File: src/rtl/reaction_fsm.sv
// Reaction-time game controller.
// A start press arms a pseudo-random delay; when it expires the game enters GO
// and counts milliseconds until the react press, keeping the best time seen.
// Pressing react too early is a false start; no press for 8191 ms is a timeout.
module reaction_fsm #(
   parameter int TICKS_PER_MS = 100000,
   parameter int MIN_DELAY_MS = 1000
) (
   input  logic        clk,
   input  logic        rst,
   input  logic        btn_start,
   input  logic        btn_react,
   output logic [12:0] number,
   output logic [1:0]  mode,
   output logic        select
);

   localparam int            PW         = (TICKS_PER_MS > 1) ? $clog2(TICKS_PER_MS) : 1;
   localparam logic [PW-1:0] PRESC_MAX  = PW'(TICKS_PER_MS - 1);
   localparam logic [12:0]   MS_MAX     = 13'h1FFF;
   localparam logic [12:0]   MS_PRE_MAX = 13'h1FFE;
   localparam logic [15:0]   LFSR_SEED  = 16'hACE1;
   // Galois feedback mask for x^16 + x^14 + x^13 + x^11 + 1 (right-shifting form)
   localparam logic [15:0]   LFSR_TAPS  = 16'hB400;

   typedef enum logic [2:0] {
      S_IDLE,
      S_WAIT,
      S_GO,
      S_RESULT,
      S_FALSE
   } state_t;

   state_t        state_q;
   logic          start_q;
   logic          react_q;
   logic [PW-1:0] presc_q;
   logic [15:0]   lfsr_q;
   logic [15:0]   lfsr_d;
   logic [11:0]   delay_q;
   logic [11:0]   delay_d;
   logic [12:0]   elapsed_q;
   logic [12:0]   last_q;
   logic [12:0]   best_q;
   logic [12:0]   number_q;
   logic [1:0]    mode_q;
   logic          select_q;

   logic          start_edge;
   logic          react_edge;
   logic          tick;

   // A press is an event only on the cycle the level first rises
   assign start_edge = btn_start & ~start_q;
   assign react_edge = btn_react & ~react_q;
   assign tick       = (presc_q == PRESC_MAX);

   // The all-zero state is unreachable from a non-zero seed
   assign lfsr_d  = {1'b0, lfsr_q[15:1]} ^ (lfsr_q[0] ? LFSR_TAPS : 16'h0000);
   // Random wait length sampled at the moment WAIT is entered
   assign delay_d = 12'(MIN_DELAY_MS) + {1'b0, lfsr_q[10:0]};

   assign number = number_q;
   assign mode   = mode_q;
   assign select = select_q;

   // Game state machine with button history, ms prescaler, LFSR and registered outputs
   always_ff @(posedge clk) begin
      if (rst) begin
         state_q   <= S_IDLE;
         start_q   <= 1'b0;
         react_q   <= 1'b0;
         presc_q   <= '0;
         lfsr_q    <= LFSR_SEED;
         delay_q   <= '0;
         elapsed_q <= '0;
         last_q    <= '0;
         best_q    <= MS_MAX;
         number_q  <= MS_MAX;
         mode_q    <= 2'b00;
         select_q  <= 1'b0;
      end else begin
         start_q <= btn_start;
         react_q <= btn_react;
         lfsr_q  <= lfsr_d;
         // Free-running prescaler; any state change below restarts it from zero
         presc_q <= tick ? '0 : presc_q + PW'(1);

         case (state_q)
            S_IDLE, S_RESULT, S_FALSE: begin
               // react is ignored here; only start begins a new round
               if (start_edge) begin
                  state_q  <= S_WAIT;
                  delay_q  <= delay_d;
                  presc_q  <= '0;
                  mode_q   <= 2'b01;
                  number_q <= '0;
                  select_q <= 1'b0;
               end
            end

            S_WAIT: begin
               // react wins over the final tick, so an early press is always a false start
               if (react_edge) begin
                  state_q  <= S_FALSE;
                  presc_q  <= '0;
                  mode_q   <= 2'b11;
                  number_q <= '0;
                  select_q <= 1'b1;
               end else if (tick) begin
                  if (delay_q <= 12'd1) begin
                     state_q   <= S_GO;
                     delay_q   <= '0;
                     elapsed_q <= '0;
                     presc_q   <= '0;
                     mode_q    <= 2'b10;
                     number_q  <= '0;
                     select_q  <= 1'b0;
                  end else begin
                     delay_q <= delay_q - 12'd1;
                  end
               end
            end

            S_GO: begin
               // A press on a tick cycle latches the count before that tick is applied
               if (react_edge) begin
                  state_q  <= S_RESULT;
                  presc_q  <= '0;
                  last_q   <= elapsed_q;
                  mode_q   <= 2'b11;
                  number_q <= elapsed_q;
                  select_q <= 1'b0;
                  if (elapsed_q < best_q) begin
                     best_q <= elapsed_q;
                  end
               end else if (tick) begin
                  if (elapsed_q >= MS_PRE_MAX) begin
                     // Timeout: saturate and report, leaving best untouched
                     state_q   <= S_RESULT;
                     presc_q   <= '0;
                     elapsed_q <= MS_MAX;
                     last_q    <= MS_MAX;
                     mode_q    <= 2'b11;
                     number_q  <= MS_MAX;
                     select_q  <= 1'b1;
                  end else begin
                     elapsed_q <= elapsed_q + 13'd1;
                     number_q  <= elapsed_q + 13'd1;
                  end
               end
            end

            default: begin
               state_q  <= S_IDLE;
               presc_q  <= '0;
               mode_q   <= 2'b00;
               number_q <= best_q;
               select_q <= 1'b0;
            end
         endcase
      end
   end

endmodule

File: config.mk
export PLATFORM = sky130hd
export DESIGN_NAME = reaction_fsm
export DESIGN_NICKNAME = d
export VERILOG_FILES = /design/src/rtl/reaction_fsm.sv
export SDC_FILE = /design/constraint.sdc
export NUM_CORES = 1
export LEC_CHECK = 0
export CAP_MARGIN = 25
export CELL_PAD_IN_SITES_DETAIL_PLACEMENT = 0
export CELL_PAD_IN_SITES_GLOBAL_PLACEMENT = 1
export CORE_MARGIN = 2
export CORE_UTILIZATION = 49
export CTS_CLUSTER_SIZE = 30
export DETAILED_ROUTE_END_ITERATION = 8
export PLACE_DENSITY_LB_ADDON = 0.1
export SYNTH_ARGS = -nofsm -noshare
export SYNTH_HDL_FRONTEND = slang
export SYNTH_SLANG_ARGS = --single-unit
File: constraint.sdc
create_clock -name clk -period 3.2 [get_ports clk]
set_clock_uncertainty 0.15 [all_clocks]
set_input_delay 0.48 -clock clk [delete_from_list [all_inputs] [get_ports clk]]
set_output_delay 0.48 -clock clk [all_outputs]
set_load 0.05 [all_outputs]
# After elaboration in Yosys (flattened, before gate mapping)
# Cells that the tools add are included.
[word_totals]
reg_bits = 92
input_bits = 4
output_inout_bits = 16
elab_cells = 97
[op_classes]
add_sub_neg = 4
magnitude_cmp = 3
eq_ne = 15
n_mux = 50
bitwise_logic = 5
n_reduce_logical = 9
[ops]
columns = ["op", "count"]
rows = [
  ["$mux 17", 8],
  ["$mux 13", 9],
  ["$pmux 17 s3", 1],
  ["$mux 12", 4],
  ["$pmux 13 s3", 1],
  ["$pmux 13 s2", 1],
  ["$pmux 12 s2", 1],
  ["$mux 3", 7],
  ["$add 17x1->17 const B", 1],
  ["$eq 17x17->1 const B", 1],
  ["$mux 16", 1],
  ["$xor 15x16->16", 1],
  ["$mux 2", 7],
  ["$add 13x1->13 const B", 1],
  ["$ge 13x13->1 const B", 1],
  ["$lt 13x13->1", 1],
  ["$add 10x11->12 const A", 1],
  ["$le 12x1->1 const B", 1],
  ["$ne 2x2->1 const B", 6],
  ["$ne 3x3->1 const B", 4],
  ["$sub 12x1->12 const B", 1],
  ["$pmux 3 s3", 1],
  ["$reduce_and 4->1", 2],
  ["$mux 1", 7],
  ["13 further kinds", 17],
]

# Longest topological paths before layout
# Gate-level depths: netlist (run 1).
[logic_depth]
word_depth = 6
ltp_mapped = 9
ltp_nobuf = 8

# Least setup slack after synthesis (run 1)
# OpenSTA, ideal clock, no wires.
[synth_path]
path_type = "flip-flop to flip-flop"
startpoint = "register elapsed_q[1]"
endpoint = "register number_q[11], in the netlist number[11]"
setup_time_ps = 126
t_arrival_ps = 1924
t_required_ps = 2924
slack_ps = 1000
stages_incl_launch_ff = 8
path_buffers = 1
period_less_slack_ps = 2200
cell_sequence = "dfxtp_1 clkbuf_1 nand3_1 or2_2 nor2_1 mux2_2 a222oi_1 a21oi_1"
[synth_via]
elab_chain_len = 5
word_cells_on_any_way = 6
classes_between = "1 x add/sub; 1 x order compare; 4 x mux"
[synth_lines]
columns = ["element", "line_no", "rtl"]
rows = [
  ["start: declaration", "42", "logic [12:0] elapsed_q;"],
  ["start signal: assignment", "148", "elapsed_q <= elapsed_q + 13'd1;"],
  ["$add 13x1->13 or $ge 13x13->1 (tied branches)", "149, 138", ""],
  ["$mux 13 (*)", "138", "if (elapsed_q >= MS_PRE_MAX) begin"],
  ["$mux 13 (*)", "137", "end else if (tick) begin"],
  ["$mux 13 (*)", "127", "if (react_edge) begin"],
  ["$pmux 13 s3 (*)", "89", "case (state_q)"],
  ["end signal: assignment", "132", "number_q <= elapsed_q;"],
  ["end signal: assignment", "149", "number_q <= elapsed_q + 13'd1;"],
  ["end signal: assignment", "158", "number_q <= best_q;"],
  ["end: declaration", "45", "logic [12:0] number_q;"],
]
# Mark *: on every way between the ends. The rest lies on a longest branch, timed or not. The select of a mux whose other input is x is not followed.
# A chain may end at the register's enable or synchronous reset.

# Worst setup path after layout (run 1)
[layout_path]
startpoint = "register state_q[1]"
endpoint = "register elapsed_q[7]"
[layout_via]
elab_chain_len = 3
word_cells_on_any_way = 10
classes_between = "7 x eq/ne; 1 x mux; 2 x reduce/logical"
[layout_lines]
columns = ["element", "line_no", "rtl"]
rows = [
  ["start: declaration", "34", "state_t state_q;"],
  ["start signal: assignment", "70", "state_q <= S_IDLE;"],
  ["start signal: assignment", "93", "state_q <= S_WAIT;"],
  ["start signal: assignment", "105", "state_q <= S_FALSE;"],
  ["$eq 3x1->1 or $eq 3x2->1 (tied branches)", "89", ""],
  ["$ne 2x2->1 (no source line) or $reduce_bool 2->1 (tied branches)", "--", ""],
  ["$reduce_and 6->1 (no source line)", "--", ""],
]
# Parallel ways exist; a longest one is shown, timed or not.

==> results.json, run 1 <==
{
  "worst_path_largest_cell_delay_ns": 0.63,
  "routed_wirelength_mm": 12.2,
  "fmax_mhz": 380,
  "yosys_most_used_dff": "dfxtp_1",
  "postSynth.asyncResetShare": 0,
  "cts_buffers": 9,
  "core_sq_um": 9680,
  "synth.top_cells.by_count": "dfxtp_1 (92), nor2_1 (56), nand2_1 (49), a21oi_1 (48), o21ai_0 (41)",
  "grt_util_all_layers": 0.233,
  "worst_setup_path_end_kind": "flip-flop",
  "gp_routability_congestion": 0.827,
  "grt-ovfl-total": 0,
  "post-synth-top-count-cell": "dfxtp_1",
  "synth_area_per_cell_sq_um": 8.02,
  "min_delay_worst_endpoint": "lfsr_q[11]",
  "n_antenna_cell": 0,
  "maxSlewViolCount": 0,
  "die_h_um": 104,
  "grt_start_max_net_pins": 43,
  "synth-seq-area-share": 0.379,
  "crit_path_start_kind": "flip-flop",
  "synth_nets": 627,
  "period_share": 0.822,
  "cts_post_setup_buffers_inserted": 0,
  "timing_hold_violations_final": 0,
  "worst-setup-path-type": "reg2reg",
  "timing.reg2reg.setup_slack_ns": 0.57,
  "placement.io_buffers": 19,
  "setup_viol_count_final": 0,
  "power.static_leakage_nw": 2.11,
  "via_per_inst": 5.86,
  "drive_gt1_frac": 0.0872,
  "global_route_wire_length_before_repair_mm": 20.6,
  "number_of_enable_flip_flop_cells_after_synthesis": 0,
  "post-route-drc-count": 0,
  "critPathSlowestCell": "or3b_2",
  "dr.pass1.iters": 6,
  "cp_data_required_time_ns": 3.33,
  "postRouteAntennaNets": 0,
  "syn_area_sq_um": 4850,
  "cts_htree_levels": 3,
  "io_pins": 20,
  "postSynthRegisterBits": 92,
  "skew_pair_late_insertion_delay_ns": 0.36,
  "cts_buffer_depth": 2,
  "cts_repair_resize_count": 0,
  "min_period_ns": 2.63,
  "design_area_sq_um": 5360,
  "worst_slew_margin": 0.378,
  "reg2reg_from": "state_q[1]",
  "flow.area_growth_from_synthesis_pct": 10.3,
  "initial_cell_density_of_the_core": 0.501,
  "synth_top_cell_area_share": 0.379,
  "max_slew.worst_pin.slew_ns": 0.932,
  "design.final.nets": 629,
  "power.density_cell_area_nw_per_um2": 838,
  "critical_path_arrival_ns": 2.76,
  "hp-start": "lfsr_q[12]",
  "drv.max_cap_violation_count": 0,
  "timing.critical_path.cells": "or3b_2 > nor2_4 > and2_1 > buf_4 > a21oi_1 > o22ai_1",
  "cts_sinks": 92,
  "critical_path.n_buffers_inverters": 1,
  "hp-class": "reg2reg",
  "placementRows": 36,
  "clock-root-buffer": "clkbuf_8",
  "synth-warning-count": 0,
  "syn-instance-count": 605,
  "cts.reportedPaths.clkPinSlew_ns": 0.08,
  "highest_ir_drop_seen_on_vdd_v": 0.000302,
  "critical_path.top_delay_family": "simple AND/OR/NAND/NOR gates",
  "cts_hold_repair.buffers": 0,
  "ff2ff_path_depth": 6,
  "critPathMaxFanout": 12,
  "number_of_global_route_vias_before_repair": 4090,
  "clock_tree_from_tritoncts": "yes",
  "synthDistinctLibCells": 65,
  "status": "complete, no violations",
  "setup-tns-final_ns": 0,
  "place.detailed.instances": 729,
  "post_synth_main_area_contributors": "dfxtp_1 (38%), a21oi_1 (4.9%), ha_1 (4.6%)",
  "dr.first_iter.drc_count": 201,
  "floorplan.die.width_um": 104,
  "dieArea_sq_um": 10700,
  "dp_hpwl_mm": 8.59,
  "detailroute.via_count": 4339,
  "yosysTopAreaCell": "dfxtp_1",
  "grt_setup_unrepaired": "no",
  "min_path_cells": 1,
  "avgRoutedWirePerCell_um": 16.5,
  "finish.cell_count_without_fillers": 741,
  "placed_cell_area_sq_um": 5140,
  "grt_antenna_before_repair": 0,
  "r2r_end": "elapsed_q[7]"
}
[layer usage]
layer | wire length [um] | track usage | part of all wire | up-vias
met5 | 0 | 0 | 0 | -
li1 | - | - | - | 2159
met1 | 5650 | 0.310 | 0.46 | 2058
met2 | 5830 | 0.382 | 0.48 | 107
met3 | 533 | 0.0428 | 0.044 | 15
met4 | 194 | 0.0743 | 0.016 | 0
[flip-flops by register name (all words and copies together) (netlist names)]
signal / count
presc_q: 17
lfsr_q: 16
best_q: 13
elapsed_q: 13
number: 13
delay_q: 12
state_q: 3
mode: 2
react_q: 1
select: 1
start_q: 1
[stage by stage]
step            util  setup slack (ns)  power (W)  hold slack [ns]
2_1_floorplan      -              1.00    0.00306            0.239
4_1_cts        0.553             0.562    0.00450            0.268
3_3_place_gp   0.531             0.518    0.00359            0.245
6_report       0.553             0.571    0.00449            0.266
5_1_grt        0.553             0.426    0.00477            0.293
3_5_place_dp   0.531             0.500    0.00361            0.247
[logic make-up (layout without fill, tap and decap cells)]
group | after synthesis | after routing | synth area share
adder cells (fa/ha/maj) | 18 | 18 | 0.0464
flip-flops | 92 | 92 | 0.379
buffers and inverters | 65 | 68 | 0.0557
XOR/XNOR | 27 | 27 | 0.0487
AO/OA/AOI/OAI | 166 | 166 | 0.218
AND/OR/NAND/NOR | 234 | 234 | 0.245
multiplexers | 3 | 3 | 0.00644
[where the power goes]
part / internal, W / switching (W)
Sequential: 0.00137 / 0.000189
Combinational: 0.000752 / 0.00128
Clock: 0.000502 / 0.000393
Total: 0.00262 / 0.00187
[layout by cell type, fill, tap and decap left out, types with 3 or more instances in the layout]
cell / instances
dfxtp_1: 92
nor2_1: 56
nand2_1: 49
a21oi_1: 48
o21ai_0: 41
nand3_1: 40
inv_1: 23
nor3_1: 21
ha_1: 18
clkdlybuf4s50_1: 18
xnor2_1: 14
a31oi_1: 13
xor2_1: 13
buf_4: 13
nor2b_1: 12
or2_2: 12
o22ai_1: 9
and3_1: 9
clkbuf_8: 9
nand4_1: 8
a211oi_1: 7
a21o_1: 6
o211ai_1: 6
a22oi_1: 6
nand2b_1: 4
o32ai_1: 4
a222oi_1: 3
bufinv_16: 3
[how the worst max path moves through the flow]
| stage | from | endpoint | slack [ns] | depth (start not counted) |
|---|---|---|---|---|
| floorplan | elapsed_q[1] | number[11] | 1.00 | 7 |
| global route | state_q[1] | elapsed_q[7] | 0.43 | 6 |
| global placement | btn_react | state_q[1] | 0.52 | 8 |
| CTS | state_q[1] | elapsed_q[7] | 0.56 | 6 |
| finish | state_q[1] | elapsed_q[7] | 0.57 | 6 |
| detailed placement | btn_react | best_q[0] | 0.50 | 7 |
[worst reg2reg max path, stage by stage (launching register included)]
cell	delay (ns)
dfxtp_1	0.55
or3b_2	0.63
nor2_4	0.27
and2_1	0.48
buf_4	0.26
a21oi_1	0.08
o22ai_1	0.13
[area by class of cell]
cell class | instances | area, sq um
Fill cell | 917 | 4330
Multi-Input combinational cell | 448 | 2740
Sequential cell | 92 | 1840
Timing Repair Buffer | 33 | 303
Tap cell | 133 | 166
Clock buffer | 9 | 124
Clock inverter | 3 | 90.1
Inverter | 23 | 86.3
No activity file was read; power rests on OpenSTA's default activity.
==> run 2: changes to the inputs <==
- CORE_UTILIZATION: 49 -> 46
- clock period: 3.2 -> 2.67 ns (I/O delays scaled with it)
==> results.json, run 2 (synthesis gave the netlist of run 1 again) <==
{
  "highest_ir_drop_seen_on_vdd_v": 0.000380,
  "core_sq_um": 10300,
  "floorplan.die.width_um": 107,
  "largest_register_ff_count": 17,
  "worst_slew_margin": 0.499,
  "cts_post_setup_buffers_inserted": 0,
  "global_route_wire_length_before_repair_mm": 20.9,
  "clock_tree_from_tritoncts": "yes",
  "cts_buffers": 9,
  "grt-ovfl-total": 0,
  "flow.area_growth_from_synthesis_pct": 12.1,
  "setup_viol_count_final": 0,
  "dr.first_iter.drc_count": 289,
  "routed_wirelength_mm": 12.5,
  "place.detailed.instances": 750,
  "swShare": 0.437,
  "power.switching_w": 0.00231,
  "power.static_leakage_nw": 2.16,
  "cts_hold_repair.buffers": 0,
  "io_pins": 20,
  "fmax_mhz": 398,
  "drv.max_cap_violation_count": 0,
  "setup-tns-final_ns": 0,
  "postRouteAntennaNets": 0,
  "crit_path_start_kind": "flip-flop",
  "layout.cells.most_common": "dfxtp_1",
  "holdWs_ns": 0.224,
  "largestRegisters": "presc_q: 17 flops, lfsr_q: 16 flops",
  "cp_data_required_time_ns": 2.74,
  "maxSlewViolCount": 0,
  "placementRows": 37,
  "cts_buffer_depth": 2,
  "postLayoutSetupSlackWorst_ns": 0.157,
  "gp_routability_congestion": 0.860,
  "initial_cell_density_of_the_core": 0.472,
  "place_worst_setup_slack_ns": 0.134,
  "period_share": 0.941,
  "mostFrequentLayoutCells": "dfxtp_1 (92), nor2_1 (56), nand2_1 (49), a21oi_1 (48), o21ai_0 (41)",
  "grt_setup_unrepaired": "no",
  "dr.pass1.iters": 5,
  "grt_antenna_before_repair": 0,
  "timing_hold_violations_final": 0,
  "post-route-drc-count": 0,
  "min_period_ns": 2.51,
  "avgRoutedWirePerCell_um": 16.4,
  "status": "complete, no violations",
  "dp_hpwl_mm": 8.91,
  "design.final.nets": 647,
  "power.density_cell_area_nw_per_um2": 969,
  "cts.reportedPaths.clkPinSlew_ns": 0.10,
  "clock_power_share": 0.166,
  "via_per_inst": 5.71,
  "hp-class": "in2reg",
  "dieArea_sq_um": 11400,
  "share_seq_of_total_power": 0.353,
  "intPower_w": 0.00297,
  "detailroute.via_count": 4377,
  "combPwrFrac": 0.481,
  "worst_setup_path_end_kind": "flip-flop",
  "placement.io_buffers": 19,
  "n_antenna_cell": 0,
  "cts_repair_resize_count": 0,
  "worst-setup-path-type": "reg2reg",
  "die_h_um": 107,
  "grt_util_all_layers": 0.231,
  "clock-root-buffer": "clkbuf_8",
  "max_slew.worst_pin.slew_ns": 0.751,
  "regMostFlops": "presc_q",
  "finish.cell_count_without_fillers": 766,
  "cts_sinks": 92,
  "skew_pair_late_insertion_delay_ns": 0.38,
  "critical_path_arrival_ns": 2.59,
  "critPathMaxFanout": 13,
  "cts_htree_levels": 3,
  "drive_gt1_frac": 0.116,
  "number_of_global_route_vias_before_repair": 4138,
  "grt_start_max_net_pins": 52
}
run 2: cell type report:
type                    count  area (sq um)
flip-flops and latches     92          1840
fillers                  1032          4840
clock buffers              13           149
clock inverters             3          22.5
inverters                  23          86.3
multi-input cells         448          2750
well taps                 136           170
repair buffers             51           425
run 2: critical path: stages (launching register included):
cell      delay, ns
dfxtp_1        0.39
inv_1          0.06
ha_1           0.29
a21o_1         0.18
a31oi_1        0.20
o21ai_0        0.19
a2111o_1       0.56
o21ai_0        0.23
o211ai_1       0.11
run 2: power groups by stage:
stage               clock, W  sequential [W]  combinational [W]
global route        0.000948         0.00190            0.00277
global placement           0         0.00189            0.00250
detailed placement         0         0.00190            0.00253
finish              0.000874         0.00186            0.00253
CTS                 0.000894         0.00186            0.00254
floorplan                  0         0.00223            0.00144
run 2: worst paths after layout:
path | endpoint | cells past startpoint | startpoint | slack (ns)
max | best_q[0] | 8 | best_q[2] | 0.16
min reg2reg | lfsr_q[11] | 1 | lfsr_q[12] | 0.27
max reg2reg | best_q[0] | 8 | best_q[2] | 0.16
min | elapsed_q[11] | 2 | rst | 0.22
run 2: per-layer routing:
| layer | vias to the layer above | wire (um) | GRT usage |
|---|---|---|---|
| met4 | 0 | 221 | 0.0928 |
| met5 | - | 0 | 0 |
| li1 | 2213 | - | - |
| met3 | 15 | 405 | 0.0298 |
| met1 | 2071 | 5840 | 0.301 |
| met2 | 78 | 6070 | 0.387 |
run 2: stage by stage:
stage | power [W] | cell area, sq um | utilization
floorplan | 0.00367 | 4850 | -
global placement | 0.00439 | 5270 | 0.513
detailed placement | 0.00443 | 5270 | 0.513
CTS | 0.00530 | 5440 | 0.529
global route | 0.00562 | 5440 | 0.529
finish | 0.00527 | 5440 | 0.529
